## config.mk

```make
export PLATFORM = sky130hd
export DESIGN_NAME = hex_loader_flat
export DESIGN_NICKNAME = d
export VERILOG_FILES = /design/src/rtl/hex_loader.sv /design/src/rtl/hex_loader_if.sv /design/src/flat_wrapper.sv
export SDC_FILE = /design/constraint.sdc
export NUM_CORES = 1
export LEC_CHECK = 0
export ABC_CLOCK_PERIOD_IN_PS = 2100
export CAP_MARGIN = 20
export CORE_MARGIN = 2
export CORE_UTILIZATION = 45
export CTS_BUF_LIST = sky130_fd_sc_hd__clkbuf_4
export CTS_CLUSTER_SIZE = 30
export DETAILED_ROUTE_END_ITERATION = 8
export PLACE_DENSITY = 0.77
export RECOVER_POWER = 100
export SLEW_MARGIN = 15
export SYNTH_ARGS = -nofsm -noshare
export SYNTH_HDL_FRONTEND = slang
export SYNTH_SLANG_ARGS = --single-unit
```

## constraint.sdc

```tcl
create_clock -name clk -period 2.1 [get_ports clk]
set_input_delay 0.63 -clock clk [delete_from_list [all_inputs] [get_ports clk]]
set_output_delay 0.63 -clock clk [all_outputs]
set_load 0.005 [all_outputs]
```

## src/rtl/hex_loader.sv

```systemverilog
// -----------------------------------------------------------------------------
// pkg_ram (minimal local copy)
//   RAM store-port types shared with dev_ram: address width, operation code
//   and access size.
// -----------------------------------------------------------------------------
package pkg_ram;
  localparam int RAM_ADDRW = 10;

  typedef enum logic [1:0] {
    RAM_NOP   = 2'd0,
    RAM_LOAD  = 2'd1,
    RAM_STORE = 2'd2
  } ram_op_t;

  typedef enum logic [1:0] {
    RAM_BYTE = 2'd0,
    RAM_HALF = 2'd1,
    RAM_WORD = 2'd2
  } ram_data_type_t;
endpackage

// -----------------------------------------------------------------------------
// hex_loader
//   Text-mode program loader. Reads an ASCII hex stream from the UART input
//   FIFO, packs each pair of hex digits into a byte and stores the bytes at
//   consecutive RAM addresses starting at START_ADDR. Whitespace between
//   bytes is ignored, '#' starts a comment that runs to end of line, and EOT
//   (0x04) finishes the load by echoing "\n" and raising done. Malformed
//   input echoes '?', running out of RAM echoes '!'; both then halt with
//   error set. DONE and ERR hold until reset and leave unread input in the
//   FIFO.
//
// Parameters:
//   RAM_ADDRW  : RAM address width
//   START_ADDR : address of the first stored byte
//
// Ports:
//   clk           : system clock
//   rst           : asynchronous reset, active low
//   io            : getc/putc handshake (master side)
//   ram_op        : RAM_STORE for one cycle per byte, otherwise RAM_NOP
//   ram_data_type : always RAM_BYTE
//   ram_addr      : store address
//   ram_data_in   : store byte
//   byte_count    : bytes stored since reset (never wraps)
//   done          : EOT processed and "\n" pushed (sticky)
//   error         : loader halted on an error (sticky)
// -----------------------------------------------------------------------------
module hex_loader
  import pkg_ram::*;
#(
  parameter int                   RAM_ADDRW  = pkg_ram::RAM_ADDRW,
  parameter logic [RAM_ADDRW-1:0] START_ADDR = '0
) (
  input  logic                 clk,
  input  logic                 rst,
  hex_loader_if.master         io,
  output ram_op_t              ram_op,
  output ram_data_type_t       ram_data_type,
  output logic [RAM_ADDRW-1:0] ram_addr,
  output logic [7:0]           ram_data_in,
  output logic [RAM_ADDRW:0]   byte_count,
  output logic                 done,
  output logic                 error
);

  // Character codes of interest
  localparam logic [7:0] CH_EOT  = 8'h04;
  localparam logic [7:0] CH_TAB  = 8'h09;
  localparam logic [7:0] CH_LF   = 8'h0A;
  localparam logic [7:0] CH_CR   = 8'h0D;
  localparam logic [7:0] CH_SP   = 8'h20;
  localparam logic [7:0] CH_BANG = 8'h21;
  localparam logic [7:0] CH_HASH = 8'h23;
  localparam logic [7:0] CH_QM   = 8'h3F;

  // byte_count value at which the RAM is full
  localparam logic [RAM_ADDRW:0] FULL_COUNT = {1'b1, {RAM_ADDRW{1'b0}}};

  typedef enum logic [2:0] {
    ST_HI       = 3'd0,
    ST_LO       = 3'd1,
    ST_CMT      = 3'd2,
    ST_EOT      = 3'd3,
    ST_DONE     = 3'd4,
    ST_ERR_PUSH = 3'd5,
    ST_ERR      = 3'd6
  } state_t;

  // Returns {valid, nibble} for an ASCII hex digit.
  function automatic logic [4:0] hex_decode(input logic [7:0] c);
    logic [7:0] t;
    t = 8'h00;
    if (c >= 8'h30 && c <= 8'h39) begin
      t = c - 8'h30;
      return {1'b1, t[3:0]};
    end else if (c >= 8'h61 && c <= 8'h66) begin
      t = c - 8'h57;
      return {1'b1, t[3:0]};
    end else if (c >= 8'h41 && c <= 8'h46) begin
      t = c - 8'h37;
      return {1'b1, t[3:0]};
    end
    return 5'b0_0000;
  endfunction

  state_t               state_q,      state_d;
  logic [3:0]           nib_q,        nib_d;
  logic [7:0]           diag_q,       diag_d;
  logic                 getc_pop_q,   getc_pop_d;
  logic                 putc_push_q,  putc_push_d;
  logic [7:0]           putc_char_q,  putc_char_d;
  ram_op_t              ram_op_q,     ram_op_d;
  logic [RAM_ADDRW-1:0] ram_addr_q,   ram_addr_d;
  logic [7:0]           ram_data_q,   ram_data_d;
  logic [RAM_ADDRW:0]   byte_count_q, byte_count_d;
  logic                 done_q,       done_d;
  logic                 error_q,      error_d;

  logic [4:0] hex_dec;
  logic       hex_ok;
  logic       is_ws;
  logic       accept;

  assign hex_dec = hex_decode(io.getc_char);
  assign hex_ok  = hex_dec[4];
  assign is_ws   = (io.getc_char == CH_SP)  || (io.getc_char == CH_TAB) ||
                   (io.getc_char == CH_CR)  || (io.getc_char == CH_LF);

  // The pop pulse doubles as the guard: while it is high the FIFO head is
  // still the character just consumed, so it must not be sampled again.
  assign accept = io.getc_en && !getc_pop_q &&
                  ((state_q == ST_HI) || (state_q == ST_LO) || (state_q == ST_CMT));

  always_comb begin
    state_d      = state_q;
    nib_d        = nib_q;
    diag_d       = diag_q;
    getc_pop_d   = 1'b0;
    putc_push_d  = 1'b0;
    putc_char_d  = putc_char_q;
    ram_op_d     = RAM_NOP;
    ram_addr_d   = ram_addr_q;
    ram_data_d   = ram_data_q;
    byte_count_d = byte_count_q;
    done_d       = done_q;
    error_d      = error_q;

    // The address is held through the store cycle and advanced right after
    // it, which is always before the next byte can complete.
    if (ram_op_q == RAM_STORE) begin
      ram_addr_d = ram_addr_q + 1'b1;
    end

    if (accept) begin
      getc_pop_d = 1'b1;
    end

    case (state_q)
      ST_HI: begin
        if (accept) begin
          if (hex_ok) begin
            nib_d   = hex_dec[3:0];
            state_d = ST_LO;
          end else if (is_ws) begin
            state_d = ST_HI;
          end else if (io.getc_char == CH_HASH) begin
            state_d = ST_CMT;
          end else if (io.getc_char == CH_EOT) begin
            state_d = ST_EOT;
          end else begin
            diag_d  = CH_QM;
            state_d = ST_ERR_PUSH;
          end
        end
      end

      ST_LO: begin
        if (accept) begin
          if (!hex_ok) begin
            diag_d  = CH_QM;
            state_d = ST_ERR_PUSH;
          end else if (byte_count_q == FULL_COUNT) begin
            // RAM already holds 2^RAM_ADDRW bytes: refuse the store so the
            // address never wraps onto already-loaded data.
            diag_d  = CH_BANG;
            state_d = ST_ERR_PUSH;
          end else begin
            ram_op_d     = RAM_STORE;
            ram_data_d   = {nib_q, hex_dec[3:0]};
            byte_count_d = byte_count_q + 1'b1;
            state_d      = ST_HI;
          end
        end
      end

      ST_CMT: begin
        if (accept) begin
          if (io.getc_char == CH_LF) begin
            state_d = ST_HI;
          end else if (io.getc_char == CH_EOT) begin
            state_d = ST_EOT;
          end
        end
      end

      ST_EOT: begin
        if (io.putc_en) begin
          putc_push_d = 1'b1;
          putc_char_d = CH_LF;
          done_d      = 1'b1;
          state_d     = ST_DONE;
        end
      end

      ST_ERR_PUSH: begin
        if (io.putc_en) begin
          putc_push_d = 1'b1;
          putc_char_d = diag_q;
          error_d     = 1'b1;
          state_d     = ST_ERR;
        end
      end

      default: begin
        // ST_DONE / ST_ERR: terminal until reset
        state_d = state_q;
      end
    endcase
  end

  always_ff @(posedge clk or negedge rst) begin
    if (!rst) begin
      state_q      <= ST_HI;
      nib_q        <= '0;
      diag_q       <= '0;
      getc_pop_q   <= 1'b0;
      putc_push_q  <= 1'b0;
      putc_char_q  <= '0;
      ram_op_q     <= RAM_NOP;
      ram_addr_q   <= START_ADDR;
      ram_data_q   <= '0;
      byte_count_q <= '0;
      done_q       <= 1'b0;
      error_q      <= 1'b0;
    end else begin
      state_q      <= state_d;
      nib_q        <= nib_d;
      diag_q       <= diag_d;
      getc_pop_q   <= getc_pop_d;
      putc_push_q  <= putc_push_d;
      putc_char_q  <= putc_char_d;
      ram_op_q     <= ram_op_d;
      ram_addr_q   <= ram_addr_d;
      ram_data_q   <= ram_data_d;
      byte_count_q <= byte_count_d;
      done_q       <= done_d;
      error_q      <= error_d;
    end
  end

  assign io.getc_pop    = getc_pop_q;
  assign io.putc_push   = putc_push_q;
  assign io.putc_char   = putc_char_q;
  assign ram_op         = ram_op_q;
  assign ram_data_type  = RAM_BYTE;
  assign ram_addr       = ram_addr_q;
  assign ram_data_in    = ram_data_q;
  assign byte_count     = byte_count_q;
  assign done           = done_q;
  assign error          = error_q;

endmodule

```

## src/rtl/hex_loader_if.sv

```systemverilog
// -----------------------------------------------------------------------------
// hex_loader_if
//   Character-stream handshake between the UART character FIFOs and the hex
//   loader.
//
//   getc side (input FIFO -> loader):
//     getc_en   : FIFO non-empty, getc_char valid
//     getc_char : head of the input FIFO
//     getc_pop  : one-cycle pop pulse from the loader
//   putc side (loader -> output FIFO):
//     putc_en   : output FIFO can accept a character
//     putc_push : one-cycle push pulse from the loader
//     putc_char : character to push, valid while putc_push=1
//
//   master : loader side (drives pop/push)
//   slave  : FIFO side (drives status and head character)
// -----------------------------------------------------------------------------
interface hex_loader_if;
  logic       getc_en;
  logic [7:0] getc_char;
  logic       getc_pop;
  logic       putc_en;
  logic       putc_push;
  logic [7:0] putc_char;

  modport master (
    input  getc_en,
    input  getc_char,
    output getc_pop,
    input  putc_en,
    output putc_push,
    output putc_char
  );

  modport slave (
    output getc_en,
    output getc_char,
    input  getc_pop,
    output putc_en,
    input  putc_push,
    input  putc_char
  );
endinterface

```

## src/flat_wrapper.sv

```systemverilog
// flat-port wrapper written by rule: the top's interface ports become plain ports
module hex_loader_flat import pkg_ram::*;
#(
  parameter int                   RAM_ADDRW  = pkg_ram::RAM_ADDRW,
  parameter logic [RAM_ADDRW-1:0] START_ADDR = '0
)
  (clk, rst, ram_op, ram_data_type, ram_addr, ram_data_in, byte_count, done, error, io_getc_en, io_getc_char, io_getc_pop, io_putc_en, io_putc_push, io_putc_char);
  hex_loader_if io_i ();
  input  logic clk;
  input  logic rst;
  output ram_op_t ram_op;
  output ram_data_type_t ram_data_type;
  output logic [RAM_ADDRW-1:0] ram_addr;
  output logic [7:0] ram_data_in;
  output logic [RAM_ADDRW:0] byte_count;
  output logic done;
  output logic error;
  input wire logic [$bits(io_i.getc_en)-1:0] io_getc_en;
  input wire logic [$bits(io_i.getc_char)-1:0] io_getc_char;
  output wire logic [$bits(io_i.getc_pop)-1:0] io_getc_pop;
  input wire logic [$bits(io_i.putc_en)-1:0] io_putc_en;
  output wire logic [$bits(io_i.putc_push)-1:0] io_putc_push;
  output wire logic [$bits(io_i.putc_char)-1:0] io_putc_char;
  assign io_i.getc_en = io_getc_en;
  assign io_i.getc_char = io_getc_char;
  assign io_getc_pop = io_i.getc_pop;
  assign io_i.putc_en = io_putc_en;
  assign io_putc_push = io_i.putc_push;
  assign io_putc_char = io_i.putc_char;
  hex_loader #(.RAM_ADDRW(RAM_ADDRW), .START_ADDR(START_ADDR)) u_core (.clk(clk), .rst(rst), .io(io_i), .ram_op(ram_op), .ram_data_type(ram_data_type), .ram_addr(ram_addr), .ram_data_in(ram_data_in), .byte_count(byte_count), .done(done), .error(error));
endmodule
```

==> results.md <==
* Drt pass-1 iters at 5
* Clock Latency Late Sink at approximately 360 ps
* Min Tclk post-route at between 2000 and 2500 ps
* Max Cap Violations at 0
* Die Ht at 77.4 um
* FF+latch count, synth at between 40 and 50
* Placement Cell Area at between 0.003 and 0.004 mm^2
* Synth area leaders: dfrtp_1 47%, xnor2_1 5.4%, nand2_1 5.3%
* CP delay by family, top: simple AND/OR/NAND/NOR gates
* Remaining global-route overflow at 0
* # hold bufs at CTS at 0
* Internal Pwr Total at about 1.4 mW
* DR vias at 2168
* Status: completed
* Nets at roughly 340
* Layout Cells excl Fill at roughly 390
* Placed cells at roughly 380
* Cell taking the most area after synthesis: dfrtp_1
* Critical Path RT at about 2400 ps
* Commonest non-fill, non-tap cell in the layout: dfrtp_1
* Clock share of power at 0.204
* Worst Skew at slightly below 10 ps
* Die extent in x at about 77 um
* Initial Utilization at 0.472
* Comb pwr share at 0.277
* Max H-tree Level at 2
* CP startpoint kind: input port
* Final Hold Viols at 0
* DRT antenna net count at 0
* Cell area after synthesis at approximately 0.0024 mm^2
* Max-slew violation count at 0
* FP Rows at 26
* Largest net degree at the start of global routing at 30
* Post-synth ARST share at 1.00
* Longest Clk Path Bufs at 2
* CTS Buf Count at 5
* Worst hold slack at about 400 ps
* Initial antenna violation count at 0
* Worst stage delay on the critical path at ~480 ps
* PD cells at between 600 and 700 mW/mm^2
* Area delta synth->final at 38.9%
* Avg Vias per Cell at 5.52
* Setup violators final at 0
* Port bufs at 51
* Sequential-to-total area share from yosys stat at 0.475
* Hold crit path type: in -> async
* Routed wire length per instance at between 15 and 20 um
* Routability cong. at 0.874
* Switching Power at 0.682 mW
* Crit. End Element: register
* Switch share at 0.328
* Syn avg cell area at 10.1 um^2
* CP max FO at 7
* WP data arrival at approximately 2300 ps
* Post-route cell area at about 0.0034 mm^2
* Critical Path, Cell by Cell: dlygate4sd2_1 > inv_4 > ha_4 > or3b_1 > and4_4 > o21ai_2 > or4b_1 > xnor2_1
* CTS Sinks at between 40 and 50
* Remaining DRCs at 0
* Reg clk slew, reported paths at around 140 ps
* Commonest cells after routing, fill and taps aside: 44 x dfrtp_1, 33 x nand2_1, 31 x buf_4
* Synthesis Warnings at 0
* Crit share post-route at 0.974
* R2R cell count at 8
* Vias in the first global route at 2075
* P_leak at around 1.5 nW
* # IOs at 57
* Main synth FF type: dfrtp_1
* Share of the synthesized area in the top cell type at 0.475
* Distinct cells, synth at 52
* Reg power frac at 0.519
* Initial DRC Count at between 100 and 150
* Power after layout at between 2 and 2.5 mW
* Post-synth EDFFs at 0
* TritonCTS clock tree: yes
* Relative slew margins at 0.354
* Antenna cells at 0
* Slew @ Worst Pin at roughly 970 ps
* Die area at 0.00599 mm^2
* Core ar. at just over 0.005 mm^2
* Proportion of layout cells with a drive suffix above 1 at 0.207
* First-pass GRT wire length at approximately 9.5 mm
* GRT Overall Usage at 0.196
* Buffers & Inverters on Critical Path at 2
* WS Path Type: in -> reg
* CP max stage cell: or4b_1
* Detailed Route WL at between 5 and 6 mm
* Cells after synthesis at 241
* Post-DP HPWL at about 4.2 mm
* CP Depth at 8
* Setup TNS at 0 ps
* Max Fclk at ~0.49 GHz
* VDD IR-drop max at about 0.37 mV
* CTS Root Cell: clkbuf_4
==> synthesized netlist by cell type, drive strengths merged (2+ instances only) <==
cell	instances
mux2i	2
o21ai	16
a31oi	2
o2111ai	2
o21bai	3
a22oi	4
nor2	13
dfrtp	46
nor4	3
a21oi	5
nand2	34
buf	15
a2bb2oi	2
xor2	6
mux2	2
ha	7
xnor2	15
nand2b	2
clkbuf	2
and4	2
a41oi	2
inv	9
o211ai	3
or3	2
nor3	3
nand4	11
o22ai	2
nand3	9
o31ai	3
==> what timing repair did <==
| action | CTS | global route |
|---|---|---|
| setup buffers | 4 | 4 |
| cloned | 1 | 0 |
| setup endpoints to repair | 27 | 21 |
| pin swaps | 2 | 1 |
| resized for setup | 7 | 15 |
==> flip-flops by register name, summed over array words and instances, names as in the netlist <==
name and count:
u_core.ram_addr 10, u_core.byte_count 11, u_core.io.putc_char 3, u_core.io.getc_pop 1, u_core.nib_q 4, u_core.diag_q 2, u_core.state_q 3, u_core.done 1
u_core.io.putc_push 1, u_core.ram_data_in 8, u_core.error 1, u_core.ram_op 1
==> cell families (layout without fill, tap and decap cells) <==
kind of cell | after synthesis | in the layout | share of synthesized area
xor gates and xnor gates | 21 | 21 | 0.0759
adders and majority gates | 7 | 7 | 0.0361
AOI/OAI and AO/OA | 47 | 48 | 0.133
DFF | 46 | 46 | 0.475
buffers and inverters | 26 | 103 | 0.0661
muxes | 4 | 4 | 0.0176
and+or+nand+nor | 89 | 89 | 0.195
other | 1 | 5 | 0.00155
==> per-layer routing <==
metal | GRT usage | routed length, um | vias to the layer above
li1 | - | - | 1007
met1 | 0.243 | 2560 | 1084
met2 | 0.339 | 2970 | 71
met3 | 0.0384 | 303 | 6
met4 | 0.0714 | 58 | 0
met5 | 0 | 0 | -
==> per-stage QoR <==
stage                     setup slack, ps  utilization
final                                54.6        0.655
after global placement               -577        0.615
after detailed placement             -626        0.615
after floorplan                      5.80            -
after global routing                -73.5        0.655
after CTS                           -53.9        0.641
==> power by group through the flow <==
stage | clock [mW] | sequential [mW] | combinational (mW)
2_1_floorplan | 0 | 1.04 | 0.366
3_3_place_gp | 0 | 1.09 | 0.585
3_5_place_dp | 0 | 1.09 | 0.598
4_1_cts | 0.433 | 1.08 | 0.604
5_1_grt | 0.468 | 1.10 | 0.640
6_report | 0.424 | 1.08 | 0.577
==> cell type report <==
cell class / count / area, um^2
multi-input combinational: 174 / 1260
tap: 70 / 87.6
inverter: 9 / 38.8
clock inverter: 3 / 21.3
clock buffer: 5 / 37.5
fill: 429 / 1770
sequential: 46 / 1150
timing repair buffer: 86 / 771
==> worst paths after layout <==
check	startpoint	slack, ps	endpoint
setup / recovery	io_getc_char[0]	50	u_core.byte_count[9]$_DFFE_PN0P_
min in group clk	u_core.ram_data_in[4]$_DFFE_PN0P_	480	u_core.ram_data_in[4]$_DFFE_PN0P_
hold reg to reg	u_core.ram_data_in[4]$_DFFE_PN0P_	480	u_core.ram_data_in[4]$_DFFE_PN0P_
max in group asynchronous	rst	470	u_core.ram_op[1]$_DFF_PN0_
setup reg to reg	u_core.byte_count[0]$_DFFE_PN0P_	140	u_core.ram_data_in[3]$_DFFE_PN0P_
hold / removal	rst	390	u_core.ram_addr[3]$_DFFE_PN0P_
Note: power is estimated with default switching activity, not from simulation.
